===== src/rtl/fetch_unit_pkg.sv =====
// Shared types and constants for the instruction-fetch front end.
package fetch_unit_pkg;

  localparam int PC_W    = 16;
  localparam int INSTR_W = 9;

  typedef logic [PC_W-1:0]    pc_t;
  typedef logic [INSTR_W-1:0] instr_t;

  localparam pc_t PROG_LEN_DEFAULT = 16'd256;

  typedef enum logic {FS_RUN, FS_HALT} fetch_state_e;

  typedef struct packed {
    instr_t instr;
    pc_t    pc;
  } q_entry_t;

  // Branch target; relative targets wrap silently mod 2^PC_W.
  function automatic pc_t branch_target(input logic is_abs, input pc_t base, input pc_t offset);
    return is_abs ? offset : pc_t'(base + offset);
  endfunction

endpackage


===== src/rtl/fetch_unit_if.sv =====
// ROM, downstream handshake and redirect signals of the fetch unit.
interface fetch_unit_if;
  import fetch_unit_pkg::*;

  pc_t    rom_addr;
  instr_t rom_data;
  instr_t instr_out;
  pc_t    instr_pc;
  logic   instr_valid;
  logic   instr_ready;
  logic   redirect;
  logic   redirect_abs;
  pc_t    redirect_pc;
  pc_t    redirect_offset;
  logic   done;

  modport master (
    output rom_addr, instr_out, instr_pc, instr_valid, done,
    input  rom_data, instr_ready, redirect, redirect_abs, redirect_pc, redirect_offset
  );

  modport slave (
    input  rom_addr, instr_out, instr_pc, instr_valid, done,
    output rom_data, instr_ready, redirect, redirect_abs, redirect_pc, redirect_offset
  );

endinterface


===== src/rtl/fetch_unit_queue.sv =====
// Small flushable FIFO of {instruction, pc}; flush wins over push.
module instr_queue
  import fetch_unit_pkg::*;
#(
  parameter int DEPTH = 2,
  localparam int PTR_W = (DEPTH > 1) ? $clog2(DEPTH) : 1,
  localparam int CNT_W = $clog2(DEPTH + 1)
) (
  input  logic             CLK,
  input  logic             reset,
  input  logic             push,
  input  q_entry_t         push_data,
  input  logic             pop,
  input  logic             flush,
  output q_entry_t         head,
  output logic [CNT_W-1:0] count,
  output logic             empty,
  output logic             full
);

  q_entry_t         mem [DEPTH];
  logic [PTR_W-1:0] wr_ptr_reg;
  logic [PTR_W-1:0] rd_ptr_reg;
  logic [CNT_W-1:0] count_reg;
  logic             do_push;
  logic             do_pop;

  function automatic logic [PTR_W-1:0] ptr_inc(input logic [PTR_W-1:0] p);
    return (p == PTR_W'(DEPTH - 1)) ? '0 : p + PTR_W'(1);
  endfunction

  assign empty   = (count_reg == '0);
  assign full    = (count_reg == CNT_W'(DEPTH));
  assign do_pop  = pop && !empty;
  assign do_push = push && !flush && (!full || do_pop);
  assign count   = count_reg;
  assign head    = mem[rd_ptr_reg];

  always_ff @(posedge CLK) begin
    if (do_push) mem[wr_ptr_reg] <= push_data;
  end

  always_ff @(posedge CLK) begin
    if (reset || flush) begin
      wr_ptr_reg <= '0;
      rd_ptr_reg <= '0;
      count_reg  <= '0;
    end else begin
      if (do_push) wr_ptr_reg <= ptr_inc(wr_ptr_reg);
      if (do_pop)  rd_ptr_reg <= ptr_inc(rd_ptr_reg);
      if (do_push && !do_pop)      count_reg <= count_reg + CNT_W'(1);
      else if (!do_push && do_pop) count_reg <= count_reg - CNT_W'(1);
    end
  end

endmodule


===== src/rtl/fetch_unit.sv =====
// Fetch front end: PC sequencing, ROM issue, instruction queue, redirects and done.
module fetch_unit
  import fetch_unit_pkg::*;
#(
  parameter pc_t PROG_LEN = PROG_LEN_DEFAULT,
  parameter int  DEPTH    = 2
) (
  input  logic CLK,
  input  logic reset,
  fetch_unit_if.master bus
);

  localparam int CNT_W = $clog2(DEPTH + 1);
  localparam int OCC_W = CNT_W + 1;

  fetch_state_e     state_reg;
  pc_t              fetch_pc_reg;
  pc_t              issue_pc_reg;
  logic             inflight_reg;
  logic             done_reg;
  q_entry_t         head;
  q_entry_t         hold_reg;
  q_entry_t         push_data;
  logic [CNT_W-1:0] count;
  logic             empty;
  logic             full;
  logic             pop;
  logic             redirect_go;
  logic             at_end;
  logic             issue;
  logic [OCC_W-1:0] occupancy;

  assign pop         = !empty && bus.instr_ready;
  assign redirect_go = bus.redirect && (state_reg == FS_RUN);
  assign at_end      = (fetch_pc_reg >= PROG_LEN);
  // Slots already promised: queued entries plus the ROM word in flight, minus this cycle's pop.
  assign occupancy   = OCC_W'(count) + OCC_W'(inflight_reg) - OCC_W'(pop);
  assign issue       = (state_reg == FS_RUN) && !redirect_go && !at_end &&
                       (!full || pop) && (occupancy < OCC_W'(DEPTH));
  assign push_data   = '{instr: bus.rom_data, pc: issue_pc_reg};

  instr_queue #(.DEPTH(DEPTH)) u_queue (
    .CLK       (CLK),
    .reset     (reset),
    .push      (inflight_reg),
    .push_data (push_data),
    .pop       (pop),
    .flush     (redirect_go),
    .head      (head),
    .count     (count),
    .empty     (empty),
    .full      (full)
  );

  // issue_pc_reg doubles as the held ROM address when nothing issues.
  assign bus.rom_addr    = issue ? fetch_pc_reg : issue_pc_reg;
  assign bus.instr_valid = !empty;
  assign bus.instr_out   = empty ? hold_reg.instr : head.instr;
  assign bus.instr_pc    = empty ? hold_reg.pc : head.pc;
  assign bus.done        = done_reg;

  always_ff @(posedge CLK) begin
    if (reset) begin
      state_reg    <= FS_RUN;
      fetch_pc_reg <= '0;
      issue_pc_reg <= '0;
      inflight_reg <= 1'b0;
      done_reg     <= 1'b0;
    end else begin
      case (state_reg)
        FS_RUN: begin
          if (redirect_go) begin
            fetch_pc_reg <= branch_target(bus.redirect_abs, bus.redirect_pc, bus.redirect_offset);
            inflight_reg <= 1'b0;
          end else begin
            inflight_reg <= issue;
            if (issue) begin
              issue_pc_reg <= fetch_pc_reg;
              fetch_pc_reg <= fetch_pc_reg + pc_t'(1);
            end
            if (at_end && empty && !inflight_reg) begin
              state_reg <= FS_HALT;
              done_reg  <= 1'b1;
            end
          end
        end
        FS_HALT: done_reg <= 1'b1;
        default: state_reg <= FS_RUN;
      endcase
    end
  end

  // Keeps instr_out/instr_pc stable while the queue is empty.
  always_ff @(posedge CLK) begin
    if (reset)       hold_reg <= '0;
    else if (!empty) hold_reg <= head;
  end

endmodule


===== src/flat_wrapper.sv =====
// flat-port wrapper written by rule: the top's interface ports become plain ports
module fetch_unit_flat import fetch_unit_pkg::*;
#(
  parameter pc_t PROG_LEN = PROG_LEN_DEFAULT,
  parameter int  DEPTH    = 2
)
  (CLK, reset, bus_rom_addr, bus_instr_out, bus_instr_pc, bus_instr_valid, bus_done, bus_rom_data, bus_instr_ready, bus_redirect, bus_redirect_abs, bus_redirect_pc, bus_redirect_offset);
  fetch_unit_if bus_i ();
  input  logic CLK;
  input  logic reset;
  output wire logic [$bits(bus_i.rom_addr)-1:0] bus_rom_addr;
  output wire logic [$bits(bus_i.instr_out)-1:0] bus_instr_out;
  output wire logic [$bits(bus_i.instr_pc)-1:0] bus_instr_pc;
  output wire logic [$bits(bus_i.instr_valid)-1:0] bus_instr_valid;
  output wire logic [$bits(bus_i.done)-1:0] bus_done;
  input wire logic [$bits(bus_i.rom_data)-1:0] bus_rom_data;
  input wire logic [$bits(bus_i.instr_ready)-1:0] bus_instr_ready;
  input wire logic [$bits(bus_i.redirect)-1:0] bus_redirect;
  input wire logic [$bits(bus_i.redirect_abs)-1:0] bus_redirect_abs;
  input wire logic [$bits(bus_i.redirect_pc)-1:0] bus_redirect_pc;
  input wire logic [$bits(bus_i.redirect_offset)-1:0] bus_redirect_offset;
  assign bus_rom_addr = bus_i.rom_addr;
  assign bus_instr_out = bus_i.instr_out;
  assign bus_instr_pc = bus_i.instr_pc;
  assign bus_instr_valid = bus_i.instr_valid;
  assign bus_done = bus_i.done;
  assign bus_i.rom_data = bus_rom_data;
  assign bus_i.instr_ready = bus_instr_ready;
  assign bus_i.redirect = bus_redirect;
  assign bus_i.redirect_abs = bus_redirect_abs;
  assign bus_i.redirect_pc = bus_redirect_pc;
  assign bus_i.redirect_offset = bus_redirect_offset;
  fetch_unit #(.PROG_LEN(PROG_LEN), .DEPTH(DEPTH)) u_core (.CLK(CLK), .reset(reset), .bus(bus_i));
endmodule

===== config.mk =====
export PLATFORM = sky130hd
export DESIGN_NAME = fetch_unit_flat
export DESIGN_NICKNAME = d
export VERILOG_FILES = /design/src/rtl/fetch_unit_pkg.sv /design/src/rtl/fetch_unit_if.sv /design/src/rtl/fetch_unit_queue.sv /design/src/rtl/fetch_unit.sv /design/src/flat_wrapper.sv
export SDC_FILE = /design/constraint.sdc
export NUM_CORES = 1
export LEC_CHECK = 0
export BUFFER_PORTS_ARGS = -buffer_cell sky130_fd_sc_hd__clkbuf_2
export CAP_MARGIN = 30
export CORE_ASPECT_RATIO = 0.8
export CORE_MARGIN = 4
export CORE_UTILIZATION = 46
export CTS_CLUSTER_SIZE = 12
export DETAILED_ROUTE_END_ITERATION = 8
export HOLD_SLACK_MARGIN = 0.02
export PLACE_DENSITY = 0.67
export SLEW_MARGIN = 10
export SYNTH_ARGS = -nofsm -noshare
export SYNTH_HDL_FRONTEND = slang
export SYNTH_SLANG_ARGS = --single-unit

===== constraint.sdc =====
create_clock -name CLK -period 3.7 [get_ports CLK]
set_input_delay 0.185 -clock CLK [delete_from_list [all_inputs] [get_ports CLK]]
set_output_delay 0.185 -clock CLK [all_outputs]
set_load 0.1 [all_outputs]

==> summary.md, run 1 <==
| Metric | Value |
|---|---|
| Result of the run | completed |
| Row Count | 34 |
| Smallest setup slack after layout | 242.2 ps |
| Overall track demand over capacity in global routing | 17.47% |
| DR iter-0 viols | 254 |
| Worst-case headroom to the max-slew limit | 44.29% |
| Area leader, netlist | sky130_fd_sc_hd__edfxtp_1 |
| # nets final | 654 |
| Number of clock sinks | 115 |
| Maximum clock skew at final layout | 14.23 ps |
| Post-route non-filler standard cell count | 744 |
| Share of the synthesized area in the top cell type | 28.30% |
| Static Leak | 2.697 nW |
| Pin count of the biggest net entering global routing | 51 |
| Cell variety after synth | 60 |
| Number of top-level pins | 89 |
| Hold Crit Class | primary input to flop |
| Pwr/cell area | 615.9 mW/mm^2 |
| Post-Synthesis Net Count | 554 |
| Largest stage delay on the critical path | 390 ps |
| Cell total after placement | 700 |
| Cell area after synthesis | 0.005305 mm^2 |
| Post-synth top flop | sky130_fd_sc_hd__dfxtp_1 |
| N_diodes | 0 |
| Clock Path Buffers | 2 |
| Synth top area cells | sky130_fd_sc_hd__edfxtp_1 (28%), sky130_fd_sc_hd__dfxtp_1 (25%), sky130_fd_sc_hd__mux2i_1 (5.1%) |
| Residual DRC count | 0 |
| First drt pass iteration count | 6 |
| Std-Cell Core Area | 0.01106 mm^2 |
| Drt via density | 5.265 |
| Die Outline Area | 0.01333 mm^2 |
| Crit Path Max Fanout | 12 |
| Largest delay share family, worst path | simple AND/OR/NAND/NOR gates |
| H-tree depth | 4 |
| Global route total overflow | 0 |
| Chip Width | 128.1 um |
| Required time of the worst setup path | 3510 ps |
| Minimum clock period after layout | 3458 ps |
| Worst path depth | 13 |
| DIE HEIGHT | 104.1 um |
| Worst vdd ir | 0.4042 mV |
| Hold violation count in the final report | 0 |
| Mean cell area of the mapped netlist | 10.89 um^2 |
| Layout cell share with drive strength beyond 1 | 26.50% |
| Synthesized instance count | 487 |
| Wire length of the first global-routing pass | 18.89 mm |
| Initial antenna violation count | 0 |
| Critical path's most frequent cell | sky130_fd_sc_hd__buf_12 |
| Number of buffer and inverter instances along the worst setup path | 4 |
| Clock buffers created by TritonCTS | 17 |
| Share of the yosys chip area belonging to registers | 52.83% |
| Endpoint arrival time on the critical path | 3270 ps |
| Most instantiated cells after synthesis | sky130_fd_sc_hd__dfxtp_1 (65), sky130_fd_sc_hd__edfxtp_1 (50), sky130_fd_sc_hd__nand2_1 (46) |
| Number of flip-flops under the largest register name | 50 |
| Synth warn | 0 |
| Unrepaired setup endpoints after global routing | false |
| Max Slew Vio Count | 0 |
| Clock insertion delay at the later pin of the skew report | 400 ps |
| Count of flip-flops with a built-in enable after synthesis | 50 |
| Ys async rst share | 0% |
| Worst R2R Path Depth | 15 |
| Nature of the critical path endpoint | output pin |
| Final weighted congestion in routability-driven placement | 0.8257 |
| Crit share post-route | 93.45% |
| Slew of the pin with the lowest slew margin | 835.7 ps |
| Routed vias | 3917 |
| Drt wl/cell | 15.14 um |
| Setup violations, final | 0 |
| Aggregate routed wire length | 11.27 mm |
| Count of cells along the worst hold path | 3 |
| Clock Pin Slew Worst Setup and Hold Paths | 60 ps |
| Ordered cell list for the critical path | nor2_4 -> clkinvlp_4 -> nand2_1 -> inv_1 -> ha_1 -> nand2b_1 -> fa_1 -> xnor2_1 -> nand4_1 -> nor3_4 -> buf_12 -> mux2_2 -> buf_12 |
| Worst setup SP type | flop |
| Critical path's slowest cell | sky130_fd_sc_hd__fa_1 |
| Critical path class | flop to output pin |
| Number of max-cap violations | 0 |
| Vias in the first global route | 3858 |
| Initial Utilization | 47.96% |
| Flops & latches, synth | 115 |
| Relative area change from synthesis to final layout | 29.91% |
| CTS tree | yes |
| CTS root buffer | sky130_fd_sc_hd__clkbuf_16 |
| Dpl hpwl | 7.767 mm |
| IO Port Bufs | 88 |
| Most common cell in the netlist | sky130_fd_sc_hd__dfxtp_1 |
| Worst slack at placement | 315.8 ps |
| Post-DRT Antenna Nets | 0 |
| Fmax | 289.2 MHz |
[cell type report]
type | count | area [um^2]
Clock inverter | 13 | 161.4
Sequential cell | 115 | 2805
Clock buffer | 19 | 432.9
Tap cell | 144 | 180.2
Multi-Input combinational cell | 337 | 2400
Fill cell | 909 | 4169
Inverter | 10 | 41.29
Timing Repair Buffer | 106 | 870.8
[power breakdown]
part / total, W / switching [W] / internal, W
Combinational: 0.00116 / 0.000846 / 0.000311
Clock: 0.00161 / 0.000555 / 0.00106
Sequential: 0.00148 / 0.0000620 / 0.00141
Total: 0.00424 / 0.00146 / 0.00278
[worst paths after layout]
| kind | start | end | slack, ps |
|---|---|---|---|
| hold / removal | bus_redirect_offset[10] | u_core.fetch_pc_reg[10]$_SDFFE_PP0P_ | 50 |
| setup / recovery | u_core.u_queue.count[0]$_SDFFE_PP0P_ | bus_rom_addr[3] | 240 |
| setup reg to reg | u_core.u_queue.count[0]$_SDFFE_PP0P_ | u_core.fetch_pc_reg[14]$_SDFFE_PP0P_ | 600 |
| hold reg to reg | u_core.issue_pc_reg[1]$_SDFFE_PP0P_ | u_core.u_queue.mem[0][1]$_DFFE_PP_ | 460 |
[through the flow]
stage               power, W  hold WS [ps]  TNS [ps]  instance area, um^2  util, %
global placement    0.002611         377.9         0                 6151    55.61
floorplan           0.002409         283.9    -279.0                 5373        -
finish              0.004244         52.88         0                 6892    62.31
CTS                 0.004271         43.05         0                 6863    62.05
global route        0.004421         45.96         0                 6892    62.31
detailed placement  0.002632         382.7         0                 6151    55.61
[cell families after synthesis]
group | share of synthesized area, %
and+or+nand+nor | 15.94
DFF | 52.83
AOI/OAI and AO/OA | 13.09
muxes | 7.005
buffers and inverters | 3.255
adders and majority gates | 5.236
xor gates and xnor gates | 2.642
[cells in the final DEF (no fill, tap or decap), drive strengths merged, types with 3 or more instances in the layout]
cell,Yosys,routed
mux2,9,9
o21bai,4,4
nand2,46,46
nand4,4,4
nor3,14,14
clkinvlp,0,5
dfxtp,65,65
a21o,9,9
ha,19,19
buf,6,25
clkbuf,19,91
nor2b,10,10
nand3,6,6
and2,43,43
nor2,23,23
o21ai,39,39
a22oi,4,4
edfxtp,50,50
a32oi,6,6
mux2i,27,27
dlygate4sd3,0,9
bufinv,0,3
inv,10,9
xnor2,8,8
xor2,8,8
clkinv,0,6
a31oi,5,5
a21oi,17,17
[per-layer routing]
metal / part of all wire, % / global-route usage [%] / vias up
li1: - / - / 1955
met1: 47 / 23.60 / 1861
met2: 47 / 27.62 / 91
met3: 4.8 / 4.158 / 10
met4: 1.1 / 5.682 / 0
met5: 0 / 0 / -
[timing repair]
action | CTS | global route
gates resized for setup | 0 | 1
buffers inserted | 2 | 0
hold endpoints to repair | 18 | 0
pin swaps | 1 | 1
hold buffers | 9 | 0
endpoints found under the setup margin | 16 | 16
[worst register-to-register path, cell delays in order, from the launching register on]
cell	delay, ps
sky130_fd_sc_hd__dfxtp_1	380
sky130_fd_sc_hd__nor2_4	170
sky130_fd_sc_hd__clkinvlp_4	120
sky130_fd_sc_hd__nand2_1	90
sky130_fd_sc_hd__inv_1	70
sky130_fd_sc_hd__ha_1	280
sky130_fd_sc_hd__nand2b_1	160
sky130_fd_sc_hd__fa_1	390
sky130_fd_sc_hd__xnor2_1	140
sky130_fd_sc_hd__nand4_1	150
sky130_fd_sc_hd__nor3_4	190
sky130_fd_sc_hd__buf_12	170
sky130_fd_sc_hd__o21ba_4	250
sky130_fd_sc_hd__nor2_1	130
sky130_fd_sc_hd__a32oi_1	200
sky130_fd_sc_hd__o21ai_0	100
Power figures use the tool's default switching activity.
==> inputs of run 2 (changes only) <==
--- a/config.mk
+++ b/config.mk
@@ -8,5 +8,5 @@
 export BUFFER_PORTS_ARGS = -buffer_cell sky130_fd_sc_hd__clkbuf_2
 export CAP_MARGIN = 30
-export CORE_ASPECT_RATIO = 0.8
+export CORE_ASPECT_RATIO = 1.1
 export CORE_MARGIN = 4
 export CORE_UTILIZATION = 46
@@ -14,5 +14,5 @@
 export DETAILED_ROUTE_END_ITERATION = 8
 export HOLD_SLACK_MARGIN = 0.02
-export PLACE_DENSITY = 0.67
+export PLACE_DENSITY_LB_ADDON = 0.1
 export SLEW_MARGIN = 10
 export SYNTH_ARGS = -nofsm -noshare
==> constraint.sdc (replaced) <==
create_clock -name CLK -period 3.7 [get_ports CLK]
set_input_delay 1.11 -clock CLK [delete_from_list [all_inputs] [get_ports CLK]]
set_output_delay 1.11 -clock CLK [all_outputs]
set_load 0.1 [all_outputs]
==> run 2 against run 1 <==
Compared with the run above:
- clock skew grew 1.3 ps
- utilization up 1.2 points
- the run now ends with setup timing left
- hold slack improved by 420 ps
- critical endpoint unchanged
==> summary.md, run 2 (synthesized netlist as in run 1, its figures left out) <==
| Metric | Value |
|---|---|
| Result of the run | finished with violations |
| Violated checks | setup timing |
| Static Leak | 2.783 nW (+3.2%) |
| Critical path class | primary input to output pin |
| Hold Crit Class | flop to flop |
| Setup total negative slack | -8596 ps (-8596 ps) |
| Wire length of the first global-routing pass | 18.14 mm (-3.9%) |
| Drt via density | 5.104 (-3.0%) |
| Aggregate routed wire length | 10.97 mm (-2.6%) |
| Crit share post-route | 115.9% (+22 points) |
| # nets final | 654 (unchanged) |
| Worst setup SP type | primary input |
| DR iter-0 viols | 105 (-59%) |
| CTS root buffer | sky130_fd_sc_hd__clkbuf_16 |
| DIE HEIGHT | 120.6 um (+16%) |
| Minimum clock period after layout | 4290 ps (+832.1 ps) |
| Drt wl/cell | 14.69 um (-3.0%) |
| Crit Path Max Fanout | 8 (-4) |
| Required time of the worst setup path | 2590 ps (-920 ps) |
| CTS tree | yes |
| Layout cell share with drive strength beyond 1 | 28.33% (+1.8 points) |
| Slew of the pin with the lowest slew margin | 819.8 ps (-15.92 ps) |
| Number of max-cap violations | 0 (unchanged) |
| Maximum clock skew at final layout | 15.57 ps (+1.342 ps) |
| Hold violation count in the final report | 0 (unchanged) |
| Worst vdd ir | 0.3269 mV (-19%) |
| Die Outline Area | 0.01332 mm^2 (about the same) |
| Total chip power | 0.004487 W (+5.7%) |
| Area after DPL | 0.006345 mm^2 (+3.2%) |
| Dpl hpwl | 7.837 mm (+0.91%) |
| Initial Utilization | 47.75% (-0.22 points) |
| Post-DRT Antenna Nets | 0 (unchanged) |
| Relative area change from synthesis to final layout | 33.02% |
| First drt pass iteration count | 4 (-2) |
| Global route total overflow | 0 (unchanged) |
| H-tree depth | 4 (unchanged) |
| Chip Width | 110.4 um (-14%) |
| Initial antenna violation count | 0 (unchanged) |
| Clock Path Buffers | 2 (unchanged) |
| Fmax | 233.1 MHz (-19%) |
| Clock insertion delay at the later pin of the skew report | 400 ps (about the same) |
| Unrepaired setup endpoints after global routing | true |
| Number of top-level pins | 89 (unchanged) |
| Pwr/cell area | 635.8 mW/mm^2 (+3.2%) |
| Leading cell type in the layout, fill and taps excluded | sky130_fd_sc_hd__dfxtp_1 |
| Worst slack at placement | -711.5 ps (-1027 ps) |
| Worst-case headroom to the max-slew limit | 45.29% (+1.0 points) |
| Leading cell types in the layout, fill and taps excluded | sky130_fd_sc_hd__dfxtp_1 (63), sky130_fd_sc_hd__clkbuf_2 (54), sky130_fd_sc_hd__edfxtp_1 (50), sky130_fd_sc_hd__nand2_1 (45), sky130_fd_sc_hd__and2_1 (43) |
| Endpoint arrival time on the critical path | 3180 ps (-90 ps) |
| Number of clock sinks | 115 (unchanged) |
| Std-Cell Core Area | 0.01111 mm^2 (+0.45%) |
| N_diodes | 0 (unchanged) |
| Clock buffers created by TritonCTS | 17 (unchanged) |
| Routed vias | 3813 (-2.7%) |
| Max Slew Vio Count | 0 (unchanged) |
| Nature of the critical path endpoint | output pin |
| Clock Pin Slew Worst Setup and Hold Paths | 50 ps (about the same) |
| Number of flip-flops under the largest register name | 50 (unchanged) |
| Overall track demand over capacity in global routing | 17.25% (-0.21 points) |
| IO Port Bufs | 88 (unchanged) |
| Post-cts hold buffer count | 0 (-9) |
| Setup violations, final | 16 (+16) |
| Row Count | 40 (+18%) |
| Final standard cell area without fillers | 0.007057 mm^2 (+2.4%) |
| Residual DRC count | 0 (unchanged) |
| Final weighted congestion in routability-driven placement | 0.7893 (-4.4%) |
| Pin count of the biggest net entering global routing | 51 (unchanged) |
| Utilization after layout | 63.51% (+1.2 points) |
| Smallest setup slack after layout | -589.9 ps (-832.1 ps) |
| Vias in the first global route | 3904 (+1.2%) |
==> run 2: worst paths after layout <==
kind | start | endpoint | slack, ps | depth (start not counted)
hold / removal | u_core.fetch_pc_reg[14]$_SDFFE_PP0P_ | u_core.fetch_pc_reg[14]$_SDFFE_PP0P_ | 470 | 2
setup / recovery | bus_instr_ready | bus_rom_addr[3] | -590 | 11
hold reg to reg | u_core.fetch_pc_reg[14]$_SDFFE_PP0P_ | u_core.fetch_pc_reg[14]$_SDFFE_PP0P_ | 470 | 2
setup reg to reg | u_core.u_queue.count[1]$_SDFFE_PP0P_ | u_core.fetch_pc_reg[13]$_SDFFE_PP0P_ | 610 | 15
==> run 2: layout make-up <==
cell class                      count  area (um^2)
Fill cell                         929         4054
Sequential cell                   115         2808
Multi-Input combinational cell    337         2460
Timing Repair Buffer              106        905.9
Clock buffer                       20        446.7
Clock inverter                     12        209.0
Tap cell                          147        183.9
Inverter                           10        43.79
==> run 2: metrics by stage <==
| stage | hold slack, ps | instances |
|---|---|---|
| floorplan | 421.7 | 487 |
| global placement | 451.5 | 712 |
| detailed placement | 460.5 | 712 |
| CTS | 474.9 | 746 |
| global route | 489.2 | 747 |
| finish | 473.5 | 747 |
==> run 2: report_power, final <==
group	internal [W]	switching, W	leakage, nW
logic	0.000364	0.000865	1.49
clock network	0.00127	0.000523	0.317
registers	0.00141	0.0000510	0.981
==> run 2: repair_timing <==
item / 4_1_cts / 5_1_grt
buffers inserted: 2 / 1
setup endpoints to repair: 16 / 16
resized for setup: 1 / 7
pin swaps: 3 / 0
==> run 2: metal layers <==
layer,track usage [%],wire [um]
met1,20.69,4752
met2,29.74,5577
met3,5.446,564
met4,4.388,78
met5,0,0
==> run 2: worst max-delay path, cell delays in order <==
cell                       delay [ps]
sky130_fd_sc_hd__buf_8            100
sky130_fd_sc_hd__nand2_4           60
sky130_fd_sc_hd__inv_4             40
sky130_fd_sc_hd__ha_4             190
sky130_fd_sc_hd__nand2b_4         130
sky130_fd_sc_hd__fa_2             510
sky130_fd_sc_hd__nand4_1          130
sky130_fd_sc_hd__nor3_4           240
sky130_fd_sc_hd__buf_12           170
sky130_fd_sc_hd__mux2_4           320
sky130_fd_sc_hd__buf_12           170
